### config.mk
export PLATFORM = sky130hd
export DESIGN_NAME = addr_gen
export DESIGN_NICKNAME = d
export VERILOG_FILES = /design/src/rtl/settings_pkg.sv /design/src/rtl/test_sequencer_addr_gen.sv
export SDC_FILE = /design/constraint.sdc
export NUM_CORES = 1
export LEC_CHECK = 0
export ABC_AREA = 1
export CORE_MARGIN = 1.5
export CORE_UTILIZATION = 40
export CTS_CLUSTER_DIAMETER = 200
export DETAILED_ROUTE_END_ITERATION = 6
export PLACE_DENSITY = 0.68
export RECOVER_POWER = 100
export SLEW_MARGIN = 20
export SYNTH_ARGS = -nofsm -noshare
export SYNTH_HDL_FRONTEND = slang
export SYNTH_SLANG_ARGS = --single-unit
### constraint.sdc
create_clock -name clk -period 1.85 [get_ports clk]
set_clock_uncertainty 0.1 [all_clocks]
set_input_delay 0.37 -clock clk [delete_from_list [all_inputs] [get_ports clk]]
set_output_delay 0.37 -clock clk [all_outputs]
set_load 0.01 [all_outputs]
### src/rtl/settings_pkg.sv
// Shared settings for the traffic test sequencer: mode encodings, default widths,
// FSM state type and the LFSR step used for random addressing.
package settings_pkg;
  localparam int DEF_ADDR_W      = 28;
  localparam int DEF_AMM_BURST_W = 11;

  typedef enum logic [1:0] {
    TM_NONE         = 2'd0,
    WRITE_ONLY      = 2'd1,
    READ_ONLY       = 2'd2,
    WRITE_AND_CHECK = 2'd3
  } test_mode_type;

  typedef enum logic [2:0] {
    FIX_ADDR = 3'd0,
    INC_ADDR = 3'd1,
    RND_ADDR = 3'd2,
    RUN_1    = 3'd3,
    RUN_0    = 3'd4
  } addr_mode_type;

  typedef struct packed {
    logic                       write;
    logic [DEF_ADDR_W-1:0]      word_address;
    logic [DEF_AMM_BURST_W-1:0] burst;
  } cmd_struct_t;

  typedef enum logic [2:0] {
    IDLE, LOAD, WR_REQ, WR_FLUSH, RD_REQ, RD_FLUSH, DONE
  } seq_state_e;

  // Right-shifting Galois form of x^32+x^22+x^2+x+1
  localparam logic [31:0] LFSR_TAPS = 32'h8020_0003;

  function automatic logic [31:0] lfsr_step(input logic [31:0] s);
    return (s >> 1) ^ (s[0] ? LFSR_TAPS : 32'h0);
  endfunction
endpackage

### src/rtl/test_sequencer_addr_gen.sv
// Per-command address generator: command counter, running INC/RUN state and LFSR.
// Random addressing is built only with TEST_SEQ_RND_ADDR_EN; otherwise RND_ADDR acts as INC_ADDR.
module addr_gen
  import settings_pkg::*;
#(
  parameter int ADDR_W      = DEF_ADDR_W,
  parameter int AMM_BURST_W = DEF_AMM_BURST_W,
  parameter int CNT_W       = 16
) (
  input  logic                   clk,
  input  logic                   rst_n,
  input  logic                   load_i,
  input  logic                   adv_i,
  input  addr_mode_type          mode_i,
  input  logic [ADDR_W-1:0]      base_i,
  input  logic [ADDR_W-1:0]      base_ld_i,
  input  logic [AMM_BURST_W-1:0] burst_i,
  input  logic [31:0]            seed_i,
  output logic [ADDR_W-1:0]      addr_o,
  output logic [CNT_W-1:0]       cnt_o
);
  logic [CNT_W-1:0]  cnt_q, cnt_d;
  logic [ADDR_W-1:0] inc_q, inc_d, run_q, run_d, rnd_addr;

  // load and adv never coincide: load happens only while no command is offered
  always_comb begin
    cnt_d = cnt_q;
    inc_d = inc_q;
    run_d = run_q;
    if (load_i) begin
      cnt_d = '0;
      inc_d = base_ld_i;
      run_d = ADDR_W'(1);
    end else if (adv_i) begin
      cnt_d = cnt_q + 1'b1;
      inc_d = inc_q + ADDR_W'(burst_i);
      run_d = {run_q[ADDR_W-2:0], run_q[ADDR_W-1]};
    end
  end

  always_ff @(posedge clk or negedge rst_n)
    if (!rst_n) begin
      cnt_q <= '0;
      inc_q <= '0;
      run_q <= ADDR_W'(1);
    end else begin
      cnt_q <= cnt_d;
      inc_q <= inc_d;
      run_q <= run_d;
    end

`ifdef TEST_SEQ_RND_ADDR_EN
  logic [31:0] lfsr_q, lfsr_d;

  always_comb begin
    lfsr_d = lfsr_q;
    if (load_i)     lfsr_d = seed_i;
    else if (adv_i) lfsr_d = lfsr_step(lfsr_q);
  end

  always_ff @(posedge clk or negedge rst_n)
    if (!rst_n) lfsr_q <= 32'h1;
    else        lfsr_q <= lfsr_d;

  assign rnd_addr = lfsr_q[ADDR_W-1:0];
`else
  logic seed_unused;
  assign seed_unused = ^seed_i;
  assign rnd_addr    = inc_q;
`endif

  always_comb begin
    case (mode_i)
      INC_ADDR: addr_o = inc_q;
      RND_ADDR: addr_o = rnd_addr;
      RUN_1:    addr_o = run_q;
      RUN_0:    addr_o = ~run_q;
      default:  addr_o = base_i;
    endcase
  end

  assign cnt_o = cnt_q;
endmodule

==> flow_results.org <==
** Power and ir drop
- Sequential cells burn between 30% and 40% of the power.
- Switching share of total power :: a little over a third
- Across the VDD grid, the largest voltage drop is roughly 0.00040 V.
- Net load switching power :: slightly above 2 mW
- Per report_power, the clock group accounts for between 30% and 40% of the total.
- Power share of the combinational group :: a little under two fifths
- Design internal power :: approximately 3.7 mW
- Power per cell area :: just over 700 nW/um2
- Total Power Consumption :: 5.77 mW
- Summed over all cells, the static leakage comes to 3.85 nW.

** Setup path
- Cell with the most instances on the worst path :: sky130_fd_sc_hd__buf_6
- Worst setup path start :: mode_i[0]
- In this run the critical register-to-register path is launched from inc_q[0]$_DFFE_PN0P_.
- Reg2reg path depth :: 13
- For this design, the slowest cell found on the critical path is sky130_fd_sc_hd__or2_4.
- The worst register-to-register path ends at inc_q[16]$_DFFE_PN0P_.
- Path type of the worst setup path :: input pin to primary output
- The worst setup path is launched from an input pin.
- In this design, the largest share of critical-path delay is due to simple AND/OR/NAND/NOR gates.
- Setup slack of the most critical reg-to-reg path :: -140 ps
- STA classifies the critical path endpoint as a primary output.
- On the worst path, the slowest cell contributes a delay of ~260 ps.
- Crit-path max FO :: 5
- Sequence of cells on the critical path :: buf_6, or2_4, nand2_4, nor2_4, nor3b_4, buf_6, buf_12, nand2_2, o2111ai_2, buf_2
- The number of buffers and inverters on the critical path is 4.
- STA puts the critical path data required time at approximately 1400 ps.
- Data arrives at the worst endpoint at approximately 1700 ps.

** Min path
- In this run the most critical hold path is launched from run_q[20]$_DFFE_PN0P_.
- Hold Path Depth :: 2
- Sink of the worst hold path :: run_q[21]$_DFFE_PN0P_
- Classification of the worst-slack hold path :: flip-flop to flip-flop

** Finish
- The library cell used most frequently in the layout, excluding fill and tap cells, is sky130_fd_sc_hd__nand2_1.
- Leaving out fill and tap cells, the most frequent cells in the layout are sky130_fd_sc_hd__nand2_1, sky130_fd_sc_hd__inv_1, sky130_fd_sc_hd__clkdlybuf4s50_1, sky130_fd_sc_hd__dfrtp_1, sky130_fd_sc_hd__buf_4.
- The post-route netlist has 32.1% of its cells at a drive strength greater than 1.
- 0 antenna diodes ended up in the layout.
- Layout overhead on the synthesized area :: 60.2%
- Filler cells :: slightly above 1000
- Post-route insts no fill :: 1116
- Number of nets in the layout :: ~1100

** Floorplan
- The die covers 13400 um2.
- Measured along the y axis, the die boundary spans 116 um.
- Core outline area :: approximately 12000 um2
- The floorplan step set the die width to around 120 um.
- 150 I/O pins were placed.
- The initial utilization of the core area, before any placement, comes to 41.7%.
- FP Rows :: 40

** Synthesis
- During synthesis, Yosys emitted a total of 0 warnings.
- Synthesized area per cell :: 6.77 um2
- Synthesis handed over a netlist of ~750 instances.
- Synthesized cell area :: slightly above 5000 um2
- Synthesis inferred slightly above 70 register bits.
- Sequential cells were found to cover around 36% of the synthesized design area.
- The netlist uses 38 different library cells.
- Synth Net Count :: about 870

** STA
- Maximum clock frequency :: about 0.46 GHz
- The number of max-slew violations in the final report was 0.
- Setup repair after global routing missed its margin :: true
- Post-route minimum period :: 2170 ps
- Tightest slew margin relative to the limit :: about a third
- At the pin with the least slew margin, the transition time is 1020 ps.
- Final critical-path share of the clock period :: 117%
- Number of hold violations in the final report :: 0
- Final count of negative-setup-slack endpoints :: 70
- Across all setup checks in the final design, the least slack found is -320 ps.

** Placement
- Once detailed placement completed, the half-perimeter wirelength came to about 12000 um.
- The number of placed instances, taps included, is around 1100.
- Port buffer count :: around 120
- At the end of routability-driven placement, the weighted congestion stood at ~0.9.

** Outcome
- Failing checks :: negative setup slack
- The flow ran to the end, but the final reports show violations.

** Global route
- The total overflow left after global routing is 0.
- The via count of the first global-routing pass was between 5000 and 6000.
- The initial antenna violation count is 0.
- Entering global routing, the biggest net connects 73 pins.
- Global routing consumed, over all layers together, 27.7% of the routing resources.
- Global-route wire length before repair :: 29000 um

** CTS
- The H-tree was split into 3 levels.
- Clock network latency to the later pin of the worst-skew pair :: 340 ps
- After clock tree synthesis, the clock-pin slew on the worst setup and hold paths is 60 ps.
- Number of clock buffers inserted by TritonCTS :: 9
- Clock Root Buffer :: sky130_fd_sc_hd__clkbuf_16
- Clock Path Buffers :: 2
- TritonCTS built the clock tree.
- Clock Sink Count :: a little over 70

** Route
- Once detail routing completed, the nets flagged for antenna violations numbered 0.
- Drt first pass iters :: 5
- After detailed routing, the average wire length per cell comes to 17.0 um.
- Remaining design rule violation count :: 0
- Vias post-DR :: about 6000
- The final layout contains routed wiring with a total length of approximately 19000 um.
- After the first detailed-routing iteration, the DRC count stood at ~440.
- Via-to-Cell Ratio :: ~5.4

** Flow run
- Max-capacitance violation count :: 0
-- cells by family (layout without fill, tap and decap cells) --
group / count (synthesis) / in the layout / synth area share, %
adders and majority gates: 13 / 13 / 3.36
DFF: 72 / 72 / 35.6
AOI/OAI and AO/OA: 118 / 118 / 16.0
buffers and inverters: 137 / 337 / 10.8
xor gates and xnor gates: 1 / 1 / 0.173
and+or+nand+nor: 407 / 407 / 34.1
-- worst max path at each step --
| stage | endpoint | slack (ps) | depth (start not counted) |
|---|---|---|---|
| final | addr_o[17] | -320 | 10 |
| after global routing | addr_o[26] | -350 | 10 |
| after detailed placement | addr_o[13] | -1000 | 9 |
| after global placement | addr_o[19] | -950 | 9 |
| after CTS | addr_o[22] | -360 | 11 |
| after floorplan | addr_o[10] | -2 | 7 |
-- sequential cells by signal, indices dropped and copies added (netlist names) --
register  flops
inc_q        28
cnt_o        16
run_q        28
-- final cells by class --
cell class / instances / area, um2 / share of cell area [%]
Multi-Input combinational cell: 539 / 3480 / 42.9
Clock buffer: 9 / 225 / 2.77
Inverter: 109 / 409 / 5.04
Clock inverter: 7 / 78.8 / 0.971
Sequential cell: 72 / 1810 / 22.2
Tap cell: 168 / 210 / 2.59
Timing Repair Buffer: 212 / 1910 / 23.5
-- per-stage QoR --
| step | setup WS, ps | util (%) | setup TNS (ps) | area (um2) | hold slack, ps |
|---|---|---|---|---|---|
| finish | -320 | 66.7 | -9860 | 8120 | 460 |
| global placement | -951 | 56.9 | -41450 | 6920 | 328 |
| global route | -353 | 66.7 | -13660 | 8120 | 477 |
| floorplan | -2.31 | - | -27.7 | 5120 | -25.6 |
| detailed placement | -996 | 56.9 | -42980 | 6920 | 333 |
| CTS | -356 | 63.1 | -8060 | 7680 | 414 |
-- tightest hold or removal path, cell delays in order (launching register included) --
cell and delay, ps:
sky130_fd_sc_hd__dfrtp_1 330, sky130_fd_sc_hd__inv_1 70, sky130_fd_sc_hd__o22ai_1 120
-- layer usage --
| layer | vias to the layer above | GRT usage, % | routed length (um) |
|---|---|---|---|
| li1 | 2850 | - | - |
| met1 | 2901 | 35.0 | 8040 |
| met2 | 198 | 47.8 | 9380 |
| met3 | 41 | 4.39 | 1000 |
| met4 | 0 | 10.5 | 497 |
| met5 | - | 0 | 0 |
-- power by group through the flow --
stage,clock (mW),sequential [mW],combinational (mW)
after floorplan,0,1.79,0.784
after global placement,0,1.80,1.59
after detailed placement,0,1.81,1.61
after CTS,1.82,1.79,1.83
after global routing,1.90,1.81,2.33
final,1.81,1.80,2.16
-- cells in the mapped netlist (all sizes together) --
cell	instances	area (um2)
clkinv	1	3.75
buf	15	88.8
nor2	54	240
o221ai	1	8.76
a21boi	1	7.51
dfstp	1	26.3
o21ai	16	80.1
or2	3	18.8
clkbuf	13	48.8
a22o	1	8.76
o2111ai	28	245
nand3	50	265
nand3b	2	15.0
nor3b	1	18.8
a221oi	1	8.76
inv	108	405
dfrtp	71	1780
xnor2	1	8.76
a22oi	26	195
nor3	11	71.3
ha	12	150
nand4	8	50.1
nand2	278	1050
a21oi	17	85.1
fa	1	20.0
o22ai	27	169
-- timing repair --
action                                 in CTS  in global routing
buffers inserted                           10                 14
cloned                                      5                  1
hold buffers                                1                  0
pin swaps                                  27                 50
resized for setup                         221                129
setup endpoints to repair                  52                 58
endpoints found under the hold margin      71                  0
Note: power is estimated with default switching activity, not from simulation.
